--- src/rtl/ram_arbiter_if.sv ---
// Signal bundle around ram_arbiter: CPU fetch port, host loader/debug port and RAM macro side.
// slave is the arbiter's view; master is the surrounding system (CPU, host, RAM).
interface ram_arbiter_if #(
    parameter int unsigned AW = 16,
    parameter int unsigned DW = 16
);
    logic          cpu_req;
    logic [AW-1:0] cpu_addr;
    logic          cpu_ack;
    logic [DW-1:0] cpu_rdata;

    logic          host_req;
    logic          host_we;
    logic [AW-1:0] host_addr;
    logic [DW-1:0] host_wdata;
    logic          host_ack;
    logic [DW-1:0] host_rdata;

    logic          ram_en;
    logic          ram_we;
    logic [AW-1:0] ram_addr;
    logic [DW-1:0] ram_wdata;
    logic [DW-1:0] ram_rdata;

    modport slave (
        input  cpu_req, cpu_addr,
        output cpu_ack, cpu_rdata,
        input  host_req, host_we, host_addr, host_wdata,
        output host_ack, host_rdata,
        output ram_en, ram_we, ram_addr, ram_wdata,
        input  ram_rdata
    );

    modport master (
        output cpu_req, cpu_addr,
        input  cpu_ack, cpu_rdata,
        output host_req, host_we, host_addr, host_wdata,
        input  host_ack, host_rdata,
        input  ram_en, ram_we, ram_addr, ram_wdata,
        output ram_rdata
    );
endinterface

--- src/rtl/ram_arbiter.sv ---
// Shares the single-port program RAM between CPU fetch and host loader with a fixed issue/capture
// pipeline. Round-robin on ties by default; define RAM_ARB_HOST_PRIO_EN for fixed host priority.
module ram_arbiter #(
    parameter int unsigned AW = 16,
    parameter int unsigned DW = 16
) (
    input  logic         i_clk,
    input  logic         i_rst,
    ram_arbiter_if.slave io_bus
);

    typedef enum logic [1:0] {StIdle, StIssue, StCapture} state_e;
    typedef enum logic {OwnCpu, OwnHost} owner_e;

    state_e        r_state, w_state_nxt;
    owner_e        r_owner, w_owner_nxt;
    logic          r_write, w_write_nxt;
    logic          r_ram_en, w_ram_en_nxt;
    logic          r_ram_we, w_ram_we_nxt;
    logic [AW-1:0] r_ram_addr, w_ram_addr_nxt;
    logic [DW-1:0] r_ram_wdata, w_ram_wdata_nxt;
    logic          r_cpu_ack, w_cpu_ack_nxt;
    logic          r_host_ack, w_host_ack_nxt;
    logic [DW-1:0] r_cpu_rdata, w_cpu_rdata_nxt;
    logic [DW-1:0] r_host_rdata, w_host_rdata_nxt;

    logic w_cpu_elig;
    logic w_host_elig;
    logic w_grant_any;
    logic w_grant_host;

    // A requester still holding req in its own ack cycle is not a new request yet.
    assign w_cpu_elig  = io_bus.cpu_req & ~r_cpu_ack;
    assign w_host_elig = io_bus.host_req & ~r_host_ack;
    assign w_grant_any = w_cpu_elig | w_host_elig;

`ifdef RAM_ARB_HOST_PRIO_EN
    assign w_grant_host = w_host_elig;
`else
    owner_e r_last_grant;

    assign w_grant_host = w_host_elig & (~w_cpu_elig | (r_last_grant == OwnCpu));

    always_ff @(posedge i_clk or posedge i_rst) begin
        if (i_rst) begin
            r_last_grant <= OwnHost;
        end else if ((r_state == StIdle) && w_grant_any) begin
            r_last_grant <= w_owner_nxt;
        end
    end
`endif

    always_ff @(posedge i_clk or posedge i_rst) begin
        if (i_rst) begin
            r_state <= StIdle;
        end else begin
            r_state <= w_state_nxt;
        end
    end

    always_comb begin
        w_state_nxt      = r_state;
        w_owner_nxt      = r_owner;
        w_write_nxt      = r_write;
        w_ram_en_nxt     = 1'b0;
        w_ram_we_nxt     = 1'b0;
        w_ram_addr_nxt   = r_ram_addr;
        w_ram_wdata_nxt  = r_ram_wdata;
        w_cpu_ack_nxt    = 1'b0;
        w_host_ack_nxt   = 1'b0;
        w_cpu_rdata_nxt  = r_cpu_rdata;
        w_host_rdata_nxt = r_host_rdata;

        unique case (r_state)
            StIdle: begin
                if (w_grant_any) begin
                    w_state_nxt  = StIssue;
                    w_ram_en_nxt = 1'b1;
                    if (w_grant_host) begin
                        w_owner_nxt     = OwnHost;
                        w_write_nxt     = io_bus.host_we;
                        w_ram_we_nxt    = io_bus.host_we;
                        w_ram_addr_nxt  = io_bus.host_addr;
                        w_ram_wdata_nxt = io_bus.host_wdata;
                    end else begin
                        w_owner_nxt    = OwnCpu;
                        w_write_nxt    = 1'b0;
                        w_ram_addr_nxt = io_bus.cpu_addr;
                    end
                end
            end
            StIssue: begin
                w_state_nxt = StCapture;
            end
            StCapture: begin
                w_state_nxt = StIdle;
                if (r_owner == OwnHost) begin
                    w_host_ack_nxt = 1'b1;
                    if (!r_write) begin
                        w_host_rdata_nxt = io_bus.ram_rdata;
                    end
                end else begin
                    w_cpu_ack_nxt   = 1'b1;
                    w_cpu_rdata_nxt = io_bus.ram_rdata;
                end
            end
            default: begin
                w_state_nxt = StIdle;
            end
        endcase
    end

    always_ff @(posedge i_clk or posedge i_rst) begin
        if (i_rst) begin
            r_owner      <= OwnCpu;
            r_write      <= 1'b0;
            r_ram_en     <= 1'b0;
            r_ram_we     <= 1'b0;
            r_ram_addr   <= '0;
            r_ram_wdata  <= '0;
            r_cpu_ack    <= 1'b0;
            r_host_ack   <= 1'b0;
            r_cpu_rdata  <= '0;
            r_host_rdata <= '0;
        end else begin
            r_owner      <= w_owner_nxt;
            r_write      <= w_write_nxt;
            r_ram_en     <= w_ram_en_nxt;
            r_ram_we     <= w_ram_we_nxt;
            r_ram_addr   <= w_ram_addr_nxt;
            r_ram_wdata  <= w_ram_wdata_nxt;
            r_cpu_ack    <= w_cpu_ack_nxt;
            r_host_ack   <= w_host_ack_nxt;
            r_cpu_rdata  <= w_cpu_rdata_nxt;
            r_host_rdata <= w_host_rdata_nxt;
        end
    end

    assign io_bus.ram_en     = r_ram_en;
    assign io_bus.ram_we     = r_ram_we;
    assign io_bus.ram_addr   = r_ram_addr;
    assign io_bus.ram_wdata  = r_ram_wdata;
    assign io_bus.cpu_ack    = r_cpu_ack;
    assign io_bus.cpu_rdata  = r_cpu_rdata;
    assign io_bus.host_ack   = r_host_ack;
    assign io_bus.host_rdata = r_host_rdata;

endmodule
--- src/flat_wrapper.sv ---
// flat-port wrapper written by rule: the top's interface ports become plain ports
module ram_arbiter_flat 
#(
    parameter int unsigned AW = 16,
    parameter int unsigned DW = 16
)
  (i_clk, i_rst, io_bus_cpu_req, io_bus_cpu_addr, io_bus_cpu_ack, io_bus_cpu_rdata, io_bus_host_req, io_bus_host_we, io_bus_host_addr, io_bus_host_wdata, io_bus_host_ack, io_bus_host_rdata, io_bus_ram_en, io_bus_ram_we, io_bus_ram_addr, io_bus_ram_wdata, io_bus_ram_rdata);
  ram_arbiter_if #(.AW(AW), .DW(DW)) io_bus_i ();
  input  logic i_clk;
  input  logic i_rst;
  input wire logic [$bits(io_bus_i.cpu_req)-1:0] io_bus_cpu_req;
  input wire logic [$bits(io_bus_i.cpu_addr)-1:0] io_bus_cpu_addr;
  output wire logic [$bits(io_bus_i.cpu_ack)-1:0] io_bus_cpu_ack;
  output wire logic [$bits(io_bus_i.cpu_rdata)-1:0] io_bus_cpu_rdata;
  input wire logic [$bits(io_bus_i.host_req)-1:0] io_bus_host_req;
  input wire logic [$bits(io_bus_i.host_we)-1:0] io_bus_host_we;
  input wire logic [$bits(io_bus_i.host_addr)-1:0] io_bus_host_addr;
  input wire logic [$bits(io_bus_i.host_wdata)-1:0] io_bus_host_wdata;
  output wire logic [$bits(io_bus_i.host_ack)-1:0] io_bus_host_ack;
  output wire logic [$bits(io_bus_i.host_rdata)-1:0] io_bus_host_rdata;
  output wire logic [$bits(io_bus_i.ram_en)-1:0] io_bus_ram_en;
  output wire logic [$bits(io_bus_i.ram_we)-1:0] io_bus_ram_we;
  output wire logic [$bits(io_bus_i.ram_addr)-1:0] io_bus_ram_addr;
  output wire logic [$bits(io_bus_i.ram_wdata)-1:0] io_bus_ram_wdata;
  input wire logic [$bits(io_bus_i.ram_rdata)-1:0] io_bus_ram_rdata;
  assign io_bus_i.cpu_req = io_bus_cpu_req;
  assign io_bus_i.cpu_addr = io_bus_cpu_addr;
  assign io_bus_cpu_ack = io_bus_i.cpu_ack;
  assign io_bus_cpu_rdata = io_bus_i.cpu_rdata;
  assign io_bus_i.host_req = io_bus_host_req;
  assign io_bus_i.host_we = io_bus_host_we;
  assign io_bus_i.host_addr = io_bus_host_addr;
  assign io_bus_i.host_wdata = io_bus_host_wdata;
  assign io_bus_host_ack = io_bus_i.host_ack;
  assign io_bus_host_rdata = io_bus_i.host_rdata;
  assign io_bus_ram_en = io_bus_i.ram_en;
  assign io_bus_ram_we = io_bus_i.ram_we;
  assign io_bus_ram_addr = io_bus_i.ram_addr;
  assign io_bus_ram_wdata = io_bus_i.ram_wdata;
  assign io_bus_i.ram_rdata = io_bus_ram_rdata;
  ram_arbiter #(.AW(AW), .DW(DW)) u_core (.i_clk(i_clk), .i_rst(i_rst), .io_bus(io_bus_i));
endmodule
--- config.mk ---
export PLATFORM = sky130hd
export DESIGN_NAME = ram_arbiter_flat
export DESIGN_NICKNAME = d
export VERILOG_FILES = /design/src/rtl/ram_arbiter_if.sv /design/src/rtl/ram_arbiter.sv /design/src/flat_wrapper.sv
export SDC_FILE = /design/constraint.sdc
export NUM_CORES = 1
export LEC_CHECK = 0
export ABC_AREA = 1
export BUFFER_PORTS_ARGS = -buffer_cell sky130_fd_sc_hd__buf_2
export CORE_AREA = 5 5 106 108
export CTS_BUF_LIST = sky130_fd_sc_hd__clkbuf_4 sky130_fd_sc_hd__clkbuf_8
export DETAILED_ROUTE_END_ITERATION = 10
export DIE_AREA = 0 0 111 113
export PLACE_DENSITY = 0.63
export SYNTH_ARGS = -nofsm -noshare
export SYNTH_HDL_FRONTEND = slang
export SYNTH_SLANG_ARGS = --single-unit
--- constraint.sdc ---
create_clock -name i_clk -period 7.1 [get_ports i_clk]
set_clock_uncertainty 0.2 [all_clocks]
set_input_delay 1.42 -clock i_clk [delete_from_list [all_inputs] [get_ports i_clk]]
set_output_delay 1.42 -clock i_clk [all_outputs]
set_load 0.02 [all_outputs]
After elaboration in Yosys (flattened, before gate mapping) --
Cells that the tools add are included.
Operators by class: eq/ne operators 3, multiplexer cells 15, bitwise operators 11, reduce and logical (&&, ||, !) cells 6
Operators by type and width (number):
- 2-to-1 mux 16 bit | 1
- 2-to-1 mux 1 bit | 12
- NOT 1 bit | 6
- AND reduction 3 bit | 2
- one-hot mux 2 bit (2 select lines) | 1
- AND reduction 2 bit | 2
- AND 1 bit | 3
- equality test 2 x 1 -> 1 bit, second input constant | 1
- equality test 2 bit, second input constant | 1
- zero test 2 bit | 1
- 2-to-1 mux 2 bit | 1
- inequality test 2 x 1 -> 1 bit, second input constant | 1
- bitwise OR 1 bit | 2
- logical AND 1 bit | 1
Word-level totals: flip-flop bits (word level) 73, output and inout bits 68, logic and storage cells 47

Logic depth before layout (Yosys ltp) --
word-level depth 8, gate-level depth with buffers 8, depth with buffers taken out 7

Least setup slack after synthesis --
No wires, ideal clock.
path kind input-to-reg, start point in io_bus_host_req, end point reg u_core.r_ram_addr[0] (netlist: u_core.io_bus.ram_addr[0]), setup time 118 ps, arrival time 2052 ps, data required time 6782 ps, path slack 4730 ps, stages 6, path buffers 1, path through inv_1 > nor2_4 > buf_2 > nand3_1 > nand3_1 > nand2_1
Between the ends: longest elaborated chain between the ends 3
RTL lines:
- from (decl) | RTL line flat_wrapper.sv:15 | input wire logic [$bits(io_bus_i.host_req)-1:0] io_bus_host_req;
- AND 1 bit (*) | RTL line ram_arbiter.sv:34 | assign w_host_elig = io_bus.host_req & ~r_host_ack;
- AND 1 bit or bitwise OR 1 bit (tied branches) | RTL line ram_arbiter.sv:42, ram_arbiter.sv:35
- 2-to-1 mux 16 bit or AND reduction 2 bit (tied branches)
- to (signal assigned) | RTL line ram_arbiter.sv:130 | r_ram_addr <= w_ram_addr_nxt;
- to (decl) | RTL line ram_arbiter.sv:20 | logic [AW-1:0] r_ram_addr, w_ram_addr_nxt;
Mark *: on every way between the ends. The rest lies on a longest branch, timed or not. A chain may end at the register's enable or synchronous reset.

Worst setup path after layout --
start point in io_bus_host_req, end point reg u_core.r_ram_wdata[14] (netlist: u_core.io_bus.ram_wdata[14])
Between the ends: longest elaborated chain between the ends 3
RTL lines:
- AND 1 bit (*) | RTL line ram_arbiter.sv:34
- AND 1 bit or bitwise OR 1 bit (tied branches) | RTL line ram_arbiter.sv:42, ram_arbiter.sv:35
- AND reduction 3 bit (no source line) (*)
- to (signal assigned) | RTL line ram_arbiter.sv:131 | r_ram_wdata <= w_ram_wdata_nxt;
- to (decl) | RTL line ram_arbiter.sv:21 | logic [DW-1:0] r_ram_wdata, w_ram_wdata_nxt;
Marked as above.

==> impl_metrics.json <==
{
  "drv_slew": 0,
  "tns_ns": 0,
  "tightestPinTransition_ns": 1.13,
  "path_class": "in -> reg",
  "timing.rr.end": "u_core.io_bus.ram_wdata[14]$_DFFE_PP0P_",
  "r2r-start": "u_core.io_bus.host_ack$_DFF_PP0_",
  "cts_tree": "yes",
  "netSwitchingFraction_pct": 45.0,
  "wl_per_cell_um": 12.4,
  "final-setup-viol-count": 0,
  "p_per_area_mw_per_mm2": 475,
  "cpMaxStageDelayCell": "nand3_2",
  "crit_chain": "buf_2, inv_1, nor2_4, nand3_2, inv_2, nand2_1, nand2_1",
  "power_mw": 1.96,
  "p_comb_share_pct": 45.5,
  "cts_buffers": 9,
  "place.gp.congestion": 0.772,
  "hpwl_um": 5590,
  "hp-start": "u_core.io_bus.ram_addr[0]$_DFFE_PP0P_",
  "antenna_found_initial": 0,
  "p_leak_nw": 2.44,
  "diodes": 0,
  "crit_fanout": 21,
  "critical_path_buf_inv_count": 3,
  "yosysSeqAreaShare_pct": 57.3,
  "max_freq_mhz": 349,
  "fin_nets": 563,
  "period_share_pct": 40.4,
  "fin_crit_ns": 2.87,
  "worst_r2r_path_depth": 5,
  "postCtsSetupBuffers": 0,
  "firstDrtPassIters": 4,
  "clock_latency_ns": 0.34,
  "hold_viol": 0,
  "cp.required_ns": 7.18,
  "ys_ff_latch": 73,
  "endpoint_kind": "flop",
  "clock_sinks": 73,
  "mostFrequentLayoutCell": "buf_2",
  "cts-htree-levels": 3,
  "io_buffers": 136,
  "p_seq_share_pct": 37.8,
  "ant_nets": 0,
  "grt_pass1_wl_um": 13200,
  "hold_buffers": 0,
  "syn_avg_cell_area_um2": 8.84,
  "num_vias": 2693,
  "min_path_cells": 2,
  "cts_buffer_depth": 2,
  "crit_top_cell": "nand2_1",
  "hold_path_class": "reg -> reg",
  "internal_power_mw": 1.08,
  "final_util_pct": 40.7,
  "irDropWorstVdd_uv": 174,
  "relSlewSlack_pct": 24.3,
  "grt_use_total_pct": 12.9,
  "synthCells": 361,
  "netlist-cell-type-count": 20,
  "cts_resized": 0,
  "ff2ff_setup_slack_ns": 4.97,
  "power.switching_mw": 0.883,
  "die_w_um": 111,
  "startpoint_type": "primary input",
  "drc": 0,
  "cp.arrival_ns": 2.95,
  "layout-drive-gt1-share_pct": 39.3,
  "ios": 137,
  "cts.clk_slew.worst_paths_ns": 0.08,
  "grt_pass1_vias": 2697,
  "status": "finished, final reports clean",
  "grt_remaining_overflow": 0,
  "rows": 37,
  "grt_max_degree": 74,
  "viasPerCell": 4.24,
  "area_delta_synth_final_pct": 29.5,
  "maxCapViolCount": 0,
  "synth_area_mm2": 0.00319,
  "min_to": "u_core.io_bus.ram_addr[0]$_DFFE_PP0P_",
  "start_util_pct": 31.5,
  "ys_warn_count": 0,
  "slowest_delay_ns": 0.45,
  "drt-initial-drc-count": 120,
  "cts_root_buffer": "clkbuf_8",
  "mostFrequentLayoutCells": "buf_2, nand2_1, dfrtp_1",
  "design.core.area_mm2": 0.0101,
  "die_h_um": 113,
  "crit_family": "simple AND/OR/NAND/NOR gates",
  "wirelength_um": 7870,
  "syn-num-nets": 430,
  "clockPowerShare_pct": 16.7,
  "grt_setup_unrepaired": "no",
  "dieArea_mm2": 0.0125
}
-- through the flow --
step | worst slack [ns] | cells | instance area, µm² | hold slack (ns)
6_report | 4.23 | 635 | 4130 | 0.276
5_1_grt | 4.08 | 635 | 4130 | 0.298
4_1_cts | 4.27 | 635 | 4130 | 0.279
3_5_place_dp | 3.89 | 619 | 3930 | 0.260
3_3_place_gp | 3.97 | 619 | 3930 | 0.261
2_1_floorplan | 3.63 | 361 | 3190 | 0.249
-- flip-flops by register name, summed over array words and instances (netlist names) --
name	count
u_core.io_bus.host_ack	1
u_core.io_bus.host_rdata	16
u_core.io_bus.ram_addr	16
u_core.io_bus.ram_we	1
u_core.r_state	2
u_core.r_write	1
u_core.io_bus.ram_wdata	16
u_core.r_owner	1
u_core.io_bus.cpu_ack	1
u_core.io_bus.cpu_rdata	16
u_core.io_bus.ram_en	1
u_core.r_last_grant	1
-- area by class of cell --
| cell class | count | area (µm²) |
|---|---|---|
| multi-input cells | 212 | 1010 |
| fillers | 1053 | 6010 |
| clock inverters | 7 | 77.6 |
| flip-flops and latches | 73 | 1830 |
| well taps | 136 | 170 |
| clock buffers | 9 | 124 |
| inverters | 61 | 229 |
| repair buffers | 137 | 688 |
-- power by group through the flow --
stage,sequential (mW),clock (mW),combinational (mW)
finish,0.742,0.328,0.892
global route,0.770,0.366,0.987
CTS,0.744,0.346,0.911
detailed placement,0.747,0,0.911
global placement,0.745,0,0.892
floorplan,0.966,0,0.410
-- worst max-delay path by stage --
| stage | start | endpoint | slack (ns) | depth (start not counted) |
|---|---|---|---|---|
| after floorplan | i_rst | u_core.io_bus.cpu_ack$_DFF_PP0_ | 3.63 | 1 |
| after global placement | io_bus_host_req | u_core.io_bus.ram_wdata[14]$_DFFE_PP0P_ | 3.97 | 7 |
| after detailed placement | io_bus_host_req | u_core.io_bus.ram_wdata[9]$_DFFE_PP0P_ | 3.89 | 7 |
| after CTS | io_bus_host_req | u_core.io_bus.ram_wdata[9]$_DFFE_PP0P_ | 4.27 | 7 |
| after global routing | io_bus_host_req | u_core.io_bus.ram_wdata[11]$_DFFE_PP0P_ | 4.08 | 7 |
| final | io_bus_host_req | u_core.io_bus.ram_wdata[14]$_DFFE_PP0P_ | 4.23 | 7 |
-- Yosys cell counts --
cell type    n  area [µm²]
o21ai_2     16         140
o21ai_1     17        85.1
buf_8        1        15.0
buf_1        1        3.75
nor3_4       1        16.3
nor2_2       1        6.26
inv_2        4        15.0
buf_2        6        30.0
nand2_2     16         100
nor2_1       3        11.3
nor2_4       1        11.3
dfstp_2      1        26.3
buf_4        2        15.0
dfrtp_1     72        1800
nand2_1    122         458
nand3_1     32         160
buf_6        5        56.3
o21ai_0      1        5.00
nand3_2      2        20.0
inv_1       57         214
-- cells by family after synthesis --
logic type | count (synthesis) | synth area share [%]
AO/OA/AOI/OAI | 34 | 7.22
buffers and inverters | 76 | 10.9
flip-flops | 73 | 57.3
AND/OR/NAND/NOR | 178 | 24.5
-- per-layer routing --
layer | global-route usage (%) | wire length (µm)
met4 | 4.76 | 114
met5 | 0 | 0
met1 | 15.8 | 3510
met2 | 21.2 | 3690
met3 | 4.33 | 561
-- worst register-to-register path: stages (launching register included) --
cell and delay, ns:
dfrtp_1 0.44, nor2_4 0.41, nand3_2 0.46, inv_2 0.39, nand2_1 0.11, nand2_1 0.07
Note: power is estimated with default switching activity, not from simulation.
